[config.mk]
export PLATFORM = sky130hd
export DESIGN_NAME = uart_cmd_bridge
export DESIGN_NICKNAME = d
export VERILOG_FILES = /design/src/rtl/uart_cmd_pkg.sv /design/src/rtl/uart_cmd_timer.sv /design/src/rtl/uart_cmd_bridge.sv
export SDC_FILE = /design/constraint.sdc
export NUM_CORES = 1
export LEC_CHECK = 0
export ABC_AREA = 1
export CORE_ASPECT_RATIO = 1.25
export CORE_UTILIZATION = 53
export DETAILED_ROUTE_END_ITERATION = 12
export PLACE_DENSITY = 0.81
export REMOVE_ABC_BUFFERS = 1
export SYNTH_ARGS = -nofsm -noshare
export SYNTH_HDL_FRONTEND = slang
export SYNTH_SLANG_ARGS = --single-unit
export TNS_END_PERCENT = 5
[constraint.sdc]
create_clock -name clk -period 6.6 [get_ports clk]
set_input_delay 1.32 -clock clk [delete_from_list [all_inputs] [get_ports clk]]
set_output_delay 1.32 -clock clk [all_outputs]
set_load 0.005 [all_outputs]
[src/rtl/uart_cmd_pkg.sv]
// Shared constants for the UART command bridge: opcode/response bytes and FSM states.
// Latency: n/a (declarations only).
// Backpressure: n/a (declarations only).
package uart_cmd_pkg;

    localparam logic [7:0] OP_WRITE = 8'h57;  // 'W'
    localparam logic [7:0] OP_READ  = 8'h52;  // 'R'
    localparam logic [7:0] RSP_OK   = 8'h4B;  // 'K'
    localparam logic [7:0] RSP_BAD  = 8'h3F;  // '?'

    typedef enum logic [2:0] {
        ST_IDLE = 3'd0,
        ST_ADDR = 3'd1,
        ST_DATA = 3'd2,
        ST_MEM  = 3'd3,
        ST_RESP = 3'd4
    } state_e;

    function automatic logic is_opcode(input logic [7:0] b);
        return (b == OP_WRITE) || (b == OP_READ);
    endfunction

endpackage

[src/rtl/uart_cmd_timer.sv]
// Inter-byte silence counter; expired rises once TIMEOUT cycles have elapsed while running.
// Latency: clr takes effect on the next edge; expired is combinational from the count.
// Backpressure: none; the count saturates at TIMEOUT until cleared.
// Ports: clk, rst (async, active-high), clr (restart count), run (count enable), expired.
module uart_cmd_timer #(
    parameter int TIMEOUT = 2500000
) (
    input  logic clk,
    input  logic rst,
    input  logic clr,
    input  logic run,
    output logic expired
);

    localparam int W = $clog2(TIMEOUT + 1);
    localparam logic [W-1:0] LIMIT = W'(TIMEOUT);

    logic [W-1:0] cnt;

    always_ff @(posedge clk or posedge rst) begin
        if (rst) begin
            cnt <= '0;
        end else if (clr) begin
            cnt <= '0;
        end else if (run && (cnt != LIMIT)) begin
            cnt <= cnt + W'(1);
        end
    end

    assign expired = run && (cnt == LIMIT);

endmodule

[src/rtl/uart_cmd_bridge.sv]
// Bridges byte-wide UART commands ('W' addr[4] data[4] / 'R' addr[4]) onto a req/ack memory bus.
// Latency: bus request one cycle after the last command byte; response bytes follow the ack.
// Backpressure: mem_req held until mem_ack; tx bytes wait for txrdy with a one-cycle holdoff.
// Ports: clk, rst; rx_vld/rx_data in; txrdy in, tx_vld/tx_data out;
//        mem_req/mem_we/mem_addr/mem_wdata out, mem_rdata/mem_ack in; busy out.
module uart_cmd_bridge
    import uart_cmd_pkg::*;
#(
    parameter int TIMEOUT = 2500000
) (
    input  logic        clk,
    input  logic        rst,
    input  logic        rx_vld,
    input  logic [7:0]  rx_data,
    input  logic        txrdy,
    output logic        tx_vld,
    output logic [7:0]  tx_data,
    output logic        mem_req,
    output logic        mem_we,
    output logic [31:0] mem_addr,
    output logic [31:0] mem_wdata,
    input  logic [31:0] mem_rdata,
    input  logic        mem_ack,
    output logic        busy
);

    state_e      state;
    logic        op_write;
    logic [1:0]  byte_cnt;
    logic [31:0] resp_buf;   // pending response bytes, next one in [7:0]
    logic [2:0]  resp_left;  // response bytes still to send
    logic        rx_accept;
    logic        timing;
    logic        expired;

    // Bytes are only consumed while collecting a command; in MEM/RESP they are dropped.
    assign rx_accept = rx_vld && ((state == ST_IDLE) || (state == ST_ADDR) || (state == ST_DATA));
    assign timing    = (state == ST_ADDR) || (state == ST_DATA);
    assign busy      = (state != ST_IDLE);

    uart_cmd_timer #(
        .TIMEOUT (TIMEOUT)
    ) u_timer (
        .clk     (clk),
        .rst     (rst),
        .clr     (rx_accept),
        .run     (timing),
        .expired (expired)
    );

    always_ff @(posedge clk or posedge rst) begin
        if (rst) begin
            state     <= ST_IDLE;
            op_write  <= 1'b0;
            byte_cnt  <= 2'd0;
            resp_buf  <= 32'h0;
            resp_left <= 3'd0;
            tx_vld    <= 1'b0;
            tx_data   <= 8'h00;
            mem_req   <= 1'b0;
            mem_we    <= 1'b0;
            mem_addr  <= 32'h0;
            mem_wdata <= 32'h0;
        end else begin
            tx_vld <= 1'b0;
            case (state)
                ST_IDLE: begin
                    if (rx_vld) begin
                        if (is_opcode(rx_data)) begin
                            op_write <= (rx_data == OP_WRITE);
                            byte_cnt <= 2'd0;
                            state    <= ST_ADDR;
                        end else begin
                            resp_buf  <= {24'h0, RSP_BAD};
                            resp_left <= 3'd1;
                            state     <= ST_RESP;
                        end
                    end
                end
                ST_ADDR: begin
                    if (expired) begin
                        state <= ST_IDLE;
                    end else if (rx_vld) begin
                        // Little-endian: shifting in from the top leaves the first byte at [7:0].
                        mem_addr <= {rx_data, mem_addr[31:8]};
                        byte_cnt <= byte_cnt + 2'd1;
                        if (byte_cnt == 2'd3) begin
                            if (op_write) begin
                                state <= ST_DATA;
                            end else begin
                                state   <= ST_MEM;
                                mem_req <= 1'b1;
                                mem_we  <= 1'b0;
                            end
                        end
                    end
                end
                ST_DATA: begin
                    if (expired) begin
                        state <= ST_IDLE;
                    end else if (rx_vld) begin
                        mem_wdata <= {rx_data, mem_wdata[31:8]};
                        byte_cnt  <= byte_cnt + 2'd1;
                        if (byte_cnt == 2'd3) begin
                            state   <= ST_MEM;
                            mem_req <= 1'b1;
                            mem_we  <= 1'b1;
                        end
                    end
                end
                ST_MEM: begin
                    if (mem_req && mem_ack) begin
                        mem_req <= 1'b0;
                        if (op_write) begin
                            resp_buf  <= {24'h0, RSP_OK};
                            resp_left <= 3'd1;
                        end else begin
                            resp_buf  <= mem_rdata;
                            resp_left <= 3'd4;
                        end
                        state <= ST_RESP;
                    end
                end
                ST_RESP: begin
                    // A pulse last cycle blocks a new one; this holdoff covers the
                    // transmitter's delay in dropping txrdy.
                    if (tx_vld) begin
                        if (resp_left == 3'd0) begin
                            state <= ST_IDLE;
                        end
                    end else if (txrdy && (resp_left != 3'd0)) begin
                        tx_vld    <= 1'b1;
                        tx_data   <= resp_buf[7:0];
                        resp_buf  <= {8'h00, resp_buf[31:8]};
                        resp_left <= resp_left - 3'd1;
                    end
                end
                default: state <= ST_IDLE;
            endcase
        end
    end

endmodule

# After elaboration in Yosys (flattened, before gate mapping)
# Index checks and enable logic that the tools add are counted.
totals:
  rom_bits: 0
  latch_bits: 0
  regBits: 138
  input_bits: 45
  elab_cells: 126
  ramBits: 0
  n_memories: 0
  output_inout_bits: 76
op_classes:
  multipliers: 0
  reduce_logical: 28
  n_div: 0
  addsub: 3
  eq_ne: 30
  muxes: 51
  bitwise: 2
  shift: 0
  order_cmp: 0
op_table:
  columns: ["op", "n"]
  rows:
  - ["$mux 32", 6]
  - ["$pmux 32 s3", 1]
  - ["$mux 3", 17]
  - ["$mux 22", 2]
  - ["$ne 2x2->1 const B", 13]
  - ["$add 22x1->22 const B", 1]
  - ["$eq 22x22->1 const B", 1]
  - ["$ne 22x22->1 const B", 1]
  - ["$eq 8x7->1 const B", 2]
  - ["$mux 1", 16]
  - ["$reduce_and 8->1", 2]
  - ["$pmux 3 s5", 1]
  - ["$reduce_and 3->1", 4]
  - ["$reduce_bool 3->1", 4]
  - ["$pmux 3 s3", 1]
  - ["$reduce_and 9->1", 1]
  - ["$mux 2", 4]
  - ["$ne 2x1->1 const B", 4]
  - ["$eq 3x2->1 const B", 2]
  - ["$logic_not 3->1", 2]
  - ["$ne 3x2->1 const B", 2]
  - ["$ne 3x3->1 const B", 2]
  - ["$reduce_and 6->1", 1]
  - ["$reduce_bool 2->1", 3]
  - ["other kinds (13)", 21]

# Logic depth before layout (Yosys ltp)
logic_depth:
  ltp_word: 5
  mapped_depth: 11
  ltp_nobuf: 10

# Cells and area by module
# From an unflattened synthesis, not the netlist that was laid out.
hier_totals:
  hier_cells: 872
  hier_area_um2: 6882.9
by_module_without_submodules:
  columns: ["mod", "cells_each", "seq_area_each_um2", "n_inst", "area_per_inst_um2"]
  rows:
  - ["uart_cmd_bridge", 630, 2902.8, 1, 5290.1]
  - ["uart_cmd_timer", 242, 550.5, 1, 1592.8]

# Worst setup path after synthesis
# Ideal clock, no wire load.
synth_path:
  kind: "input to register"
  from: "in rx_vld"
  to: "reg resp_buf[24]"
  arrival_ns: 2.295
  stages: 9
  slack_ns: 4.188
  n_path_buf: 2
  path_cell_list: "clkbuf_1 > inv_1 > nand2_1 > nand2_2 > nor2_8 > nand2_4 > buf_6 > nand2_1 > nand2_1"
synth_via:
  elab_chain_len: 2
synth_lines:
  columns: ["element", "line_no", "source"]
  rows:
  - ["from (decl)", "uart_cmd_bridge.sv:13", "input logic rx_vld,"]
  - ["$ne 2x2->1 (no source line)", null, null]
  - ["$reduce_and 6->1 (no source line)", null, null]
  - ["to (signal assigned)", "uart_cmd_bridge.sv:74", "resp_buf <= {24'h0, RSP_BAD};"]
  - ["to (signal assigned)", "uart_cmd_bridge.sv:115", "resp_buf <= {24'h0, RSP_OK};"]
  - ["to (signal assigned)", "uart_cmd_bridge.sv:118", "resp_buf <= mem_rdata;"]
  - ["to (decl)", "uart_cmd_bridge.sv:30", "logic [31:0] resp_buf;"]
# No other way between the ends.
# A chain may end at the register's enable or synchronous reset.

# Worst setup path in the final report
layout_path:
  from: "in rx_data[6]"
  to: "reg resp_buf[6]"
layout_via:
  elab_chain_len: 4
  word_cells_on_any_way: 5
  cone_classes: "eq/ne: 3; reduce/logical: 2"
layout_lines:
  columns: ["element", "line_no", "source"]
  rows:
  - ["from (decl)", "uart_cmd_bridge.sv:14", "input logic [7:0] rx_data,"]
  - ["$eq 8x7->1", "uart_cmd_pkg.sv:20", "return (b == OP_WRITE) || (b == OP_READ);"]
  - ["$logic_or 1x1->1 (*)", "uart_cmd_pkg.sv:20", null]
  - ["$ne 2x2->1 (no source line) (*)", null, null]
  - ["$reduce_and 6->1 (no source line) (*)", null, null]
# Every way passes the cells marked *; elsewhere a longest branch is shown, timed or not.

==> impl_results.md <==
* Number of synthesized flops with an enable pin at 0
* Detail Placement HPWL at 10.3 mm
* Post_cts resized at 0
* Top cells by area, synth: dfrtp_1, nand2_1, nand3_1
* Post-Syn Instances at 810
* Vias per std cell at 5.10
* Clk_lat worst skew at 0.42 ns
* CTS H-tree lvls at 4
* Clock Sinks at 138
* Initial drt markers at 267
* IO Count at 121
* Via count at 5579
* Critical Path AT at 3.79 ns
* Worst-path clk slew at 0.06 ns
* GPL Wtd Cong at 0.892
* Synth unique cells at 36
* Largest net degree at the start of global routing at 82
* Root Driver: clkbuf_16
* Place WS at 2.72 ns
* Core Rows at 45
* Initial Util at 54.7%
* Final period util at 52.1%
* Setup violators final at 0
* Max-cap violation count at 0
* CP Max Fanout at 37
* Clock skew at 0.00991 ns
* Pleak at 0.00406 uW
* First-pass GRT wire length at 25.1 mm
* Worst ir drop on vdd at 0.178 mV
* CTS tree: yes
* Die area at 13100 sq um
* Asr flop ratio synth at 100%
* GRT Residual Overflow at 0
* Final WL at 15.2 mm
* # fillers at 973
* Core area at 12200 sq um
* Area leader, netlist: dfrtp_1
* R2R setup slack at 4.17 ns
* Number of setup buffers added after CTS at 0
* First-pass DRT Iterations at 5
* Post-layout util at 69.1%
* Max Freq at 291 MHz
* Status: finished, final reports clean
* Synth Area per Inst at 8.25 sq um
* Most frequent cells in the layout: nand2_1, dfrtp_1, clkdlybuf4s50_1
* RSZ-0062 raised after global routing: false
* CP Launch Type: input port
* Post-route setup TNS at 0 ns
* Post-route ant nets at 0
* Synthesized area at 6680 sq um
* CP required at 6.95 ns
* Initial antenna violation count at 0
* Slew headroom at 24.2%
* Min Tclk post-route at 3.44 ns
* Share of layout cells above drive strength 1 at 7.20%
* Residual DRC at 0
* Global Route Usage Sum at 24.8%
* Chip Height at 128 um
* Fin. max-slew vios at 0
* Vias in the first global route at 5313
* Yosys Warn Count at 0
* DR WL/cell at 13.9 um
* Synth Flop Type: dfrtp_1
* Top-area cell type share of the netlist area at 51.7%
* Inserted Diodes at 0
* WHS at 0.470 ns
* Final hold violation count at 0
* Setup Crit Path Kind: input port to flop
* CTS Buf Count at 17
* #FFs+latches synth at 138
* Hold-fix buffers, CTS at 0
* Port Buf Inserts at 120
* CP Capture Type: flop
* Min-Delay Path Class: flop to flop
* Die X-Extent at 102 um
* Pwr Density at 420 nW/um^2
* Commonest non-fill, non-tap cell in the layout: nand2_1
* Worst-margin pin slew at 1.14 ns
* Max Buffers Root-to-Sink at 2
* Area grow syn2layout at 26.4%
* Final WS setup at 3.16 ns
* Post-synthesis sequential area ratio at 51.7%
* Final #Nets at 967
## critical path, stage by stage
cell and delay [ns]:
clkdlybuf4s50_1 0.49, nand4_1 0.13, nor2_1 0.32, nand3_2 0.69, nand2_4 0.61, nand2_1 0.12, nand2_1 0.09
## registers in the layout (all words and copies together) (netlist names)
name,flops
mem_req,1
u_timer.cnt,22
mem_addr,32
tx_data,8
mem_we,1
byte_cnt,2
op_write,1
tx_vld,1
resp_buf,32
resp_left,3
mem_wdata,32
state,3
## worst paths after layout
check                              from        endpoint  depth (start not counted)
min reg2reg                 resp_buf[0]      tx_data[0]                          2
max                          rx_data[6]     resp_buf[6]                          7
min                         resp_buf[0]      tx_data[0]                          2
min in group asynchronous           rst  u_timer.cnt[3]                          2
max in group asynchronous           rst    mem_wdata[6]                          3
max reg2reg                resp_left[0]     resp_buf[6]                          9
## power by group
| group | total, uW | internal, uW | switching, uW |
|---|---|---|---|
| clock network | 898 | 531 | 368 |
| registers | 1330 | 1120 | 210 |
| logic | 1320 | 607 | 717 |
| total | 3550 | 2260 | 1290 |
## stage by stage
step | total power [uW] | area [sq um] | cells
floorplan | 1990 | 6460 | 777
global placement | 2610 | 7890 | 1062
detailed placement | 2660 | 7890 | 1062
CTS | 3580 | 8450 | 1094
global route | 3800 | 8450 | 1094
finish | 3550 | 8450 | 1094
## cells in the mapped netlist, types with 2 or more instances
cell type / instances
nand4_1: 5
buf_2: 15
clkbuf_1: 6
inv_1: 69
nor2_4: 2
nand2_4: 3
nor3b_1: 2
nand3_2: 2
ha_1: 5
nand3_1: 62
buf_6: 5
nand2_2: 7
nand3_4: 3
a21oi_1: 20
nand3b_1: 8
a22o_1: 17
dfrtp_1: 138
nor2_1: 70
xnor2_1: 2
o21ai_1: 4
nand2_1: 266
buf_4: 6
o21ai_0: 60
o21ai_2: 5
inv_2: 5
nor2_2: 2
xor2_1: 12
## kinds of logic after synthesis
family	share of synthesized area, %
flip-flops	51.7
buffers and inverters	7.71
adder cells (fa/ha/maj)	0.936
XOR/XNOR	1.83
AO/OA/AOI/OAI	9.59
AND/OR/NAND/NOR	28.3
## cell type report
| type | instances | area [sq um] | share of cell area (%) |
|---|---|---|---|
| repair buffers | 121 | 1210 | 14.3 |
| clock buffers | 19 | 443 | 5.24 |
| clock inverters | 13 | 120 | 1.42 |
| flip-flops and latches | 138 | 3450 | 40.9 |
| well taps | 164 | 205 | 2.43 |
| inverters | 77 | 302 | 3.57 |
| multi-input cells | 562 | 2720 | 32.2 |
## layer usage
layer	vias to the layer above	GRT usage, %	share of wire, %
met2	152	41.8	50
met4	0	9.41	2.1
met3	23	5.47	5.4
li1	2792	-	-
met5	-	0	0
met1	2612	30.8	43
(Power assumes the default switching activity.)
